==> src/rtl/mmio_responder_pkg.sv <==
// Shared definitions for the MMIO responder: register offsets, CTRL bits, TX states.
package mmio_responder_pkg;

  localparam int unsigned DATA_W = 32;
  localparam int unsigned OFF_W  = 8;
  localparam int unsigned BYTE_W = 8;

  localparam logic [3:0]  MMIO_TOP_DEFAULT  = 4'h8;
  localparam int unsigned CNT_WIDTH_DEFAULT = 32;

  // Register offsets within the MMIO window (addr[7:0])
  localparam logic [OFF_W-1:0] MMIO_CTRL    = 8'h00;
  localparam logic [OFF_W-1:0] MMIO_RX      = 8'h04;
  localparam logic [OFF_W-1:0] MMIO_TX      = 8'h08;
  localparam logic [OFF_W-1:0] MMIO_CYCLES  = 8'h10;
  localparam logic [OFF_W-1:0] MMIO_INSTRET = 8'h14;
  localparam logic [OFF_W-1:0] MMIO_CNT_RST = 8'h18;

  // CTRL register bit positions
  localparam int unsigned CTRL_TX_EMPTY = 0;
  localparam int unsigned CTRL_RX_VALID = 1;
  localparam int unsigned CTRL_TX_OVF   = 2;

  typedef enum logic {
    TX_EMPTY = 1'b0,
    TX_FULL  = 1'b1
  } tx_state_e;

endpackage

==> src/rtl/mmio_tx_buffer.sv <==
// One-entry UART TX holding buffer with a sticky overflow flag.
module mmio_tx_buffer
  import mmio_responder_pkg::*;
(
  input  logic              clk,
  input  logic              rst,
  input  logic              wr_i,
  input  logic [BYTE_W-1:0] wdata_i,
  input  logic              ovf_clr_i,
  input  logic              tx_ready_i,
  output logic              tx_valid_o,
  output logic [BYTE_W-1:0] tx_data_o,
  output logic              empty_o,
  output logic              ovf_o
);

  tx_state_e         state_q, state_d;
  logic [BYTE_W-1:0] data_q, data_d;
  logic              ovf_q, ovf_d;

  // State, byte and overflow registers
  always_ff @(posedge clk) begin
    if (rst) begin
      state_q <= TX_EMPTY;
      data_q  <= '0;
      ovf_q   <= 1'b0;
    end else begin
      state_q <= state_d;
      data_q  <= data_d;
      ovf_q   <= ovf_d;
    end
  end

  // Next-state: a new overflow in the same cycle as a clear leaves the flag set
  always_comb begin
    state_d = state_q;
    data_d  = data_q;
    ovf_d   = ovf_q;
    if (ovf_clr_i) begin
      ovf_d = 1'b0;
    end
    case (state_q)
      TX_EMPTY: begin
        if (wr_i) begin
          state_d = TX_FULL;
          data_d  = wdata_i;
        end
      end
      TX_FULL: begin
        if (tx_ready_i) begin
          if (wr_i) begin
            data_d = wdata_i;
          end else begin
            state_d = TX_EMPTY;
          end
        end else if (wr_i) begin
          ovf_d = 1'b1;
        end
      end
      default: state_d = TX_EMPTY;
    endcase
  end

  assign tx_valid_o = (state_q == TX_FULL);
  assign empty_o    = (state_q == TX_EMPTY);
  assign tx_data_o  = data_q;
  assign ovf_o      = ovf_q;

endmodule

==> src/rtl/mmio_responder.sv <==
// MMIO target on the data-memory port: UART handshakes, TX buffer, cycle/instret counters.
module mmio_responder
  import mmio_responder_pkg::*;
#(
  parameter logic [3:0]  MMIO_TOP  = MMIO_TOP_DEFAULT,
  parameter int unsigned CNT_WIDTH = CNT_WIDTH_DEFAULT
) (
  input  logic              clk,
  input  logic              rst,
  input  logic [DATA_W-1:0] req_addr,
  input  logic [DATA_W-1:0] req_wdata,
  input  logic [3:0]        req_we,
  input  logic              req_re,
  input  logic              inst_retired,
  output logic [DATA_W-1:0] resp_rdata,
  output logic              resp_hit,
  input  logic [BYTE_W-1:0] uart_rx_data,
  input  logic              uart_rx_valid,
  output logic              uart_rx_ready,
  output logic [BYTE_W-1:0] uart_tx_data,
  output logic              uart_tx_valid,
  input  logic              uart_tx_ready
);

  logic             sel_c;
  logic [OFF_W-1:0] off_c;
  logic             rd_c;
  logic             wr_c;
  logic             tx_wr_c;
  logic             ovf_clr_c;
  logic             cnt_rst_c;
  logic             tx_empty;
  logic             tx_ovf;
  logic [DATA_W-1:0] rdata_c;

  logic [DATA_W-1:0]    resp_rdata_q, resp_rdata_d;
  logic                 resp_hit_q, resp_hit_d;
  logic [CNT_WIDTH-1:0] cycle_q, cycle_d;
  logic [CNT_WIDTH-1:0] instret_q, instret_d;

  logic unused_bits;
  assign unused_bits = ^{req_addr[27:8], req_wdata[31:8]};

  // Address decode and write strobes
  always_comb begin
    sel_c     = (req_addr[31:28] == MMIO_TOP);
    off_c     = req_addr[OFF_W-1:0];
    rd_c      = sel_c & req_re;
    wr_c      = sel_c & (|req_we);
    tx_wr_c   = wr_c & (off_c == MMIO_TX);
    ovf_clr_c = wr_c & (off_c == MMIO_CTRL) & req_wdata[CTRL_TX_OVF];
    cnt_rst_c = wr_c & (off_c == MMIO_CNT_RST);
  end

  // RX byte is consumed in the cycle the load is presented
  assign uart_rx_ready = ~rst & rd_c & (off_c == MMIO_RX);

  // Read mux over current (pre-update) register values
  always_comb begin
    rdata_c = '0;
    case (off_c)
      MMIO_CTRL: begin
        rdata_c[CTRL_TX_EMPTY] = tx_empty;
        rdata_c[CTRL_RX_VALID] = uart_rx_valid;
        rdata_c[CTRL_TX_OVF]   = tx_ovf;
      end
      MMIO_RX:      rdata_c = DATA_W'(uart_rx_data);
      MMIO_CYCLES:  rdata_c = DATA_W'(cycle_q);
      MMIO_INSTRET: rdata_c = DATA_W'(instret_q);
      default:      rdata_c = '0;
    endcase
  end

  // Response and counter next-state; a counter reset overrides the increment
  always_comb begin
    resp_hit_d   = rd_c;
    resp_rdata_d = rd_c ? rdata_c : '0;
    cycle_d      = cycle_q + CNT_WIDTH'(1);
    instret_d    = instret_q + (inst_retired ? CNT_WIDTH'(1) : CNT_WIDTH'(0));
    if (cnt_rst_c) begin
      cycle_d   = '0;
      instret_d = '0;
    end
  end

  // Response and counter registers
  always_ff @(posedge clk) begin
    if (rst) begin
      resp_rdata_q <= '0;
      resp_hit_q   <= 1'b0;
      cycle_q      <= '0;
      instret_q    <= '0;
    end else begin
      resp_rdata_q <= resp_rdata_d;
      resp_hit_q   <= resp_hit_d;
      cycle_q      <= cycle_d;
      instret_q    <= instret_d;
    end
  end

  assign resp_rdata = resp_rdata_q;
  assign resp_hit   = resp_hit_q;

  mmio_tx_buffer u_tx_buffer (
    .clk        (clk),
    .rst        (rst),
    .wr_i       (tx_wr_c),
    .wdata_i    (req_wdata[BYTE_W-1:0]),
    .ovf_clr_i  (ovf_clr_c),
    .tx_ready_i (uart_tx_ready),
    .tx_valid_o (uart_tx_valid),
    .tx_data_o  (uart_tx_data),
    .empty_o    (tx_empty),
    .ovf_o      (tx_ovf)
  );

endmodule
==> config.mk <==
export PLATFORM = sky130hd
export DESIGN_NAME = mmio_responder
export DESIGN_NICKNAME = d
export VERILOG_FILES = /design/src/rtl/mmio_responder_pkg.sv /design/src/rtl/mmio_tx_buffer.sv /design/src/rtl/mmio_responder.sv
export SDC_FILE = /design/constraint.sdc
export NUM_CORES = 1
export LEC_CHECK = 0
export ABC_CLOCK_PERIOD_IN_PS = 2800
export CAP_MARGIN = 20
export CORE_AREA = 2 2 101 103
export CTS_CLUSTER_SIZE = 30
export DETAILED_ROUTE_END_ITERATION = 7
export DIE_AREA = 0 0 103 105
export GPL_ROUTABILITY_DRIVEN = 0
export GPL_TIMING_DRIVEN = 0
export PLACE_DENSITY = 0.81
export SETUP_SLACK_MARGIN = 0.1
export SLEW_MARGIN = 15
export SYNTH_ARGS = -nofsm -noshare
export SYNTH_HDL_FRONTEND = slang
export SYNTH_SLANG_ARGS = --single-unit
==> constraint.sdc <==
create_clock -name clk -period 2.8 [get_ports clk]
set_input_delay 0.56 -clock clk [delete_from_list [all_inputs] [get_ports clk]]
set_output_delay 0.56 -clock clk [all_outputs]
set_load 0.01 [all_outputs]
Word-level counts from Yosys, hierarchy flattened
Cells that the tools add are included.

Input port bits: 82. Word-level logic and storage cells: 44. Register bits after elaboration: 107. Output and inout bits: 43.

Reductions and logical operators: 4. Muxes and demuxes: 13. Add/sub/neg operators: 2. Bitwise gates (word level): 11. Equality and inequality tests: 7.

Operators by type and width (number): $pmux 29 s3 (1); $add 32x1->32 (1); $add 32x1->32 const B (1); $eq 8x5->1 const B (3); $mux 8 (2); $pmux 8 s2 (1); $pmux 3 s4 (1); $and 1x1->1 (8); $eq 8x3->1 const B (1); $eq 8x4->1 const B (1); $logic_not 8->1 (1); $mux 1 (7); $eq 4x4->1 const B (1); $reduce_or 2->1 (2); $reduce_or 4->1 (1); $not 1->1 (3); $ne 2x2->1 const B (1); $pmux 1 s2 (1).

Longest topological paths before layout
Depth in word-level cells: 8. Gate-level depth with buffers: 7. Mapped depth without buffers: 6.

Cells and area by module
From an unflattened synthesis, not the netlist that was laid out.

Cells, all modules: 535. Area, all modules: 4890.9 µm².

Modules (own cells, without submodules): mmio_responder (instances 1, area an instance 4446.8 µm², cells an instance 491, seq. area each 1941.9 µm²); mmio_tx_buffer (instances 1, area an instance 444.2 µm², cells an instance 44, seq. area each 200.2 µm²).

Worst setup path before layout
OpenSTA, ideal clock, no wires.

Kind: input to output. Start point: in req_addr[29]. End point: out uart_rx_ready. Data required time: 2.240 ns. Path buffers: 1. Stages on the path: 4. Slack: 0.251 ns. Arrival: 1.989 ns. Path through: or4b_1 or4_1 buf_2 and2b_1.

Longest elaborated chain between the ends: 4.

Ends and longest elaborated chain: start, declared (line mmio_responder.sv:10) `input logic [DATA_W-1:0] req_addr,`; $eq 4x4->1 (line mmio_responder.sv:46) `sel_c = (req_addr[31:28] == MMIO_TOP);`; $and 1x1->1 (line mmio_responder.sv:48) `rd_c = sel_c & req_re;`; $and 1x1->1 (2 in series) (line mmio_responder.sv:56) `assign uart_rx_ready = ~rst & rd_c & (off_c == MMIO_RX);`; end, declared (line mmio_responder.sv:19) `output logic uart_rx_ready,`.

Every way passes these cells.

Final worst setup path
Start point: in req_addr[5]. End point: out uart_rx_ready.

Longest elaborated chain between the ends: 2.

Ends and longest elaborated chain (line): $eq 8x3->1 (mmio_responder.sv:56); $and 1x1->1 (mmio_responder.sv:56).

Every way passes these cells.

==> results.yml <==
run_status:
  status: "finished, final reports clean"
clocking:
  tritoncts: "done"
  clk_pin_slew_ps: 100
  cts.sinks: 107
  cts-htree-levels: 3
  cts_buffers: 9
  cts_buffer_depth: 2
  clock_latency_ps: 370
  root_buffer: "clkbuf_8"
cells_and_area:
  finalCoreUtilization: 0.6177
  multi_input_area_um2: 2417
  final_cell_mix: "dfxtp_1, clkdlybuf4s50_1, nor2_1"
  layout_commonest_cell: "dfxtp_1"
  drive_above_1_share: 0.08634
  fin_nets: 717
  final-instance-count-excl-fill: 770
  num_antenna_cells: 0
  fillers: 797
  final_area_um2: 5954
  regArea_um2: 2142
  area_delta_synth_final_pct: 26.67
setup_path:
  crit_required_ps: 2240
  cp-start-kind: "input pin"
  path_class: "input pin to output pin"
  arrival_ps: 2160
  cpMaxStageDelayCell: "or4_4"
  crit_buf_inv: 3
  crit_chain: "buf_6 -> or4_4 -> or4_4 -> buf_6 -> and2b_1 -> buf_2"
  slowest_delay_ps: 530
  worstPathMaxFanout: 2
  cp-end-kind: "output pin"
  crit_family: "simple AND/OR/NAND/NOR gates"
synthesis:
  syn-cell-area_um2: 4701
  synth.distinct_cells: 41
  syn_area_per_cell_um2: 8.770
  ys_async_sr_fraction: 0
  ys_warn_count: 0
  syn_nets: 621
  seq_area_frac_synth: 0.4557
  synth_flop_cell: "dfxtp_1"
  synth-edff-count: 0
  ys_ff_latch: 107
  netlist_instances: 536
sta:
  hold_viol: 0
  setup_viol: 0
  drv_slew: 0
  rsz0062_at_grt: "yes"
  worst_pin_slew_ps: 750.3
  maxSlewHeadroom: 0.4927
  fin_crit_sh: 0.9718
  holdWs_ps: 485.8
  clock.fmax_mhz: 367.5
  period_needed_ps: 2721
  finClkSkew_ps: 11.02
power_and_ir_drop:
  p_total_uw: 2698
  power_leakage_uw: 0.001832
  worst_ir_drop_vdd_v: 0.0003271
  power.density_nw_per_um2: 453.1
route:
  vias: 4398
  final_antenna_net_count: 0
  post-route-drc-count: 0
  drt-total-wl_mm: 12.12
  dr.first_iter.drc_count: 280
  first_pass_iters: 5
  wire_per_inst_um: 15.74
  routed_via_density: 5.712
global_route:
  grt_pass1_vias: 4198
  grt_usage: 0.2303
  grt_overflow: 0
  antenna_found_initial: 0
  grt_max_degree: 18
  grt_pass1_wl_mm: 19.91
die:
  num_io_pins: 125
  core_area_um2: 9639
  start_util: 0.4877
  die_w_um: 103
  dieHeight_um: 105
  rows: 36
  dieArea_um2: 10820
place:
  dpl_cell_area_um2: 5673
  dpl.cell_count: 750
  hpwl_mm: 8.592
  port_buffers: 80
worst_hold_path:
  hold_path.class: "input pin to flop"
run:
  maxCapViolations: 0
power breakdown:
group | switching (µW) | internal (µW) | total, µW
Sequential | 7.53 | 1530 | 1540
Combinational | 62.2 | 71.4 | 134
Clock | 524 | 506 | 1030
through the flow:
| stage | setup TNS [ps] | setup WS [ps] |
|---|---|---|
| after floorplan | 0 | 250.9 |
| after global placement | -24970 | -761.1 |
| after detailed placement | -26990 | -740.5 |
| after CTS | -70.14 | -34.58 |
| after global routing | 0 | 52.22 |
| final | 0 | 79.05 |
per-layer routing:
metal	global-route usage	up-vias	routed length, µm
met5	0	-	0
met2	0.3650	163	5706
met1	0.3101	2042	5395
met3	0.04749	21	791
met4	0.07707	0	225
li1	-	2172	-
synthesized netlist by cell type, types with 13 or more instances:
master	number	area, µm²
a22oi_1	29	217.7
nand2_1	29	108.9
a21oi_1	39	195.2
dfxtp_1	107	2142
or3_1	16	100.1
nand4_1	17	106.4
xnor2_1	15	131.4
o31ai_1	13	97.59
o21ai_0	21	105.1
nor4_1	14	87.58
nand3_1	34	170.2
clkbuf_1	26	97.59
nor2_1	62	232.7
or4_1	20	150.1
kinds of logic (layout without fill, tap and decap cells):
| kind of cell | Yosys count | after routing | share of synthesized area |
|---|---|---|---|
| simple gates | 237 | 237 | 0.2710 |
| fa+ha+maj | 3 | 3 | 0.007986 |
| compound gates | 110 | 110 | 0.1461 |
| flops | 107 | 107 | 0.4557 |
| buf+inv | 40 | 141 | 0.03859 |
| xor+xnor | 24 | 24 | 0.04472 |
| mux | 15 | 15 | 0.03593 |
worst reg2reg max path: cells and delay by family (launching register included):
kind,cells,cell delay (ps)
adders and majority gates,1,300
buffers and inverters,1,190
DFF,1,460
muxes,1,260
and+or+nand+nor,3,1070
path summary, 6_finish.rpt:
check | from | end | slack (ps) | cells after the start
worst max register to register | cycle_q[0] | cycle_q[22] | 440 | 6
worst min-delay path | req_addr[30] | resp_hit | 490 | 3
worst min register to register | u_tx_buffer.tx_data_o[7] | u_tx_buffer.tx_data_o[7] | 490 | 2
worst max-delay path | req_addr[5] | uart_rx_ready | 80 | 6
repair_timing:
item	4_1_cts	5_1_grt
setup endpoints to repair	32	56
pin swaps	3	4
resized for setup	21	28
buffers inserted	2	2
hold buffers	0	0
sequential cells by signal, summed over array words and instances (netlist names):
| name | count |
|---|---|
| resp_hit | 1 |
| u_tx_buffer.tx_valid_o | 1 |
| u_tx_buffer.tx_data_o | 8 |
| resp_rdata | 32 |
| instret_q | 32 |
| cycle_q | 32 |
| u_tx_buffer.ovf_o | 1 |
final cells by class:
cell class / count / share of cell area
clock inverter: 6 / 0.01492
clock buffer: 10 / 0.02143
multi-input combinational: 389 / 0.4060
buffer: 31 / 0.02690
tap: 133 / 0.02795
inverter: 9 / 0.005673
sequential: 107 / 0.3597
timing repair buffer: 85 / 0.1374
(Power assumes the default switching activity.)
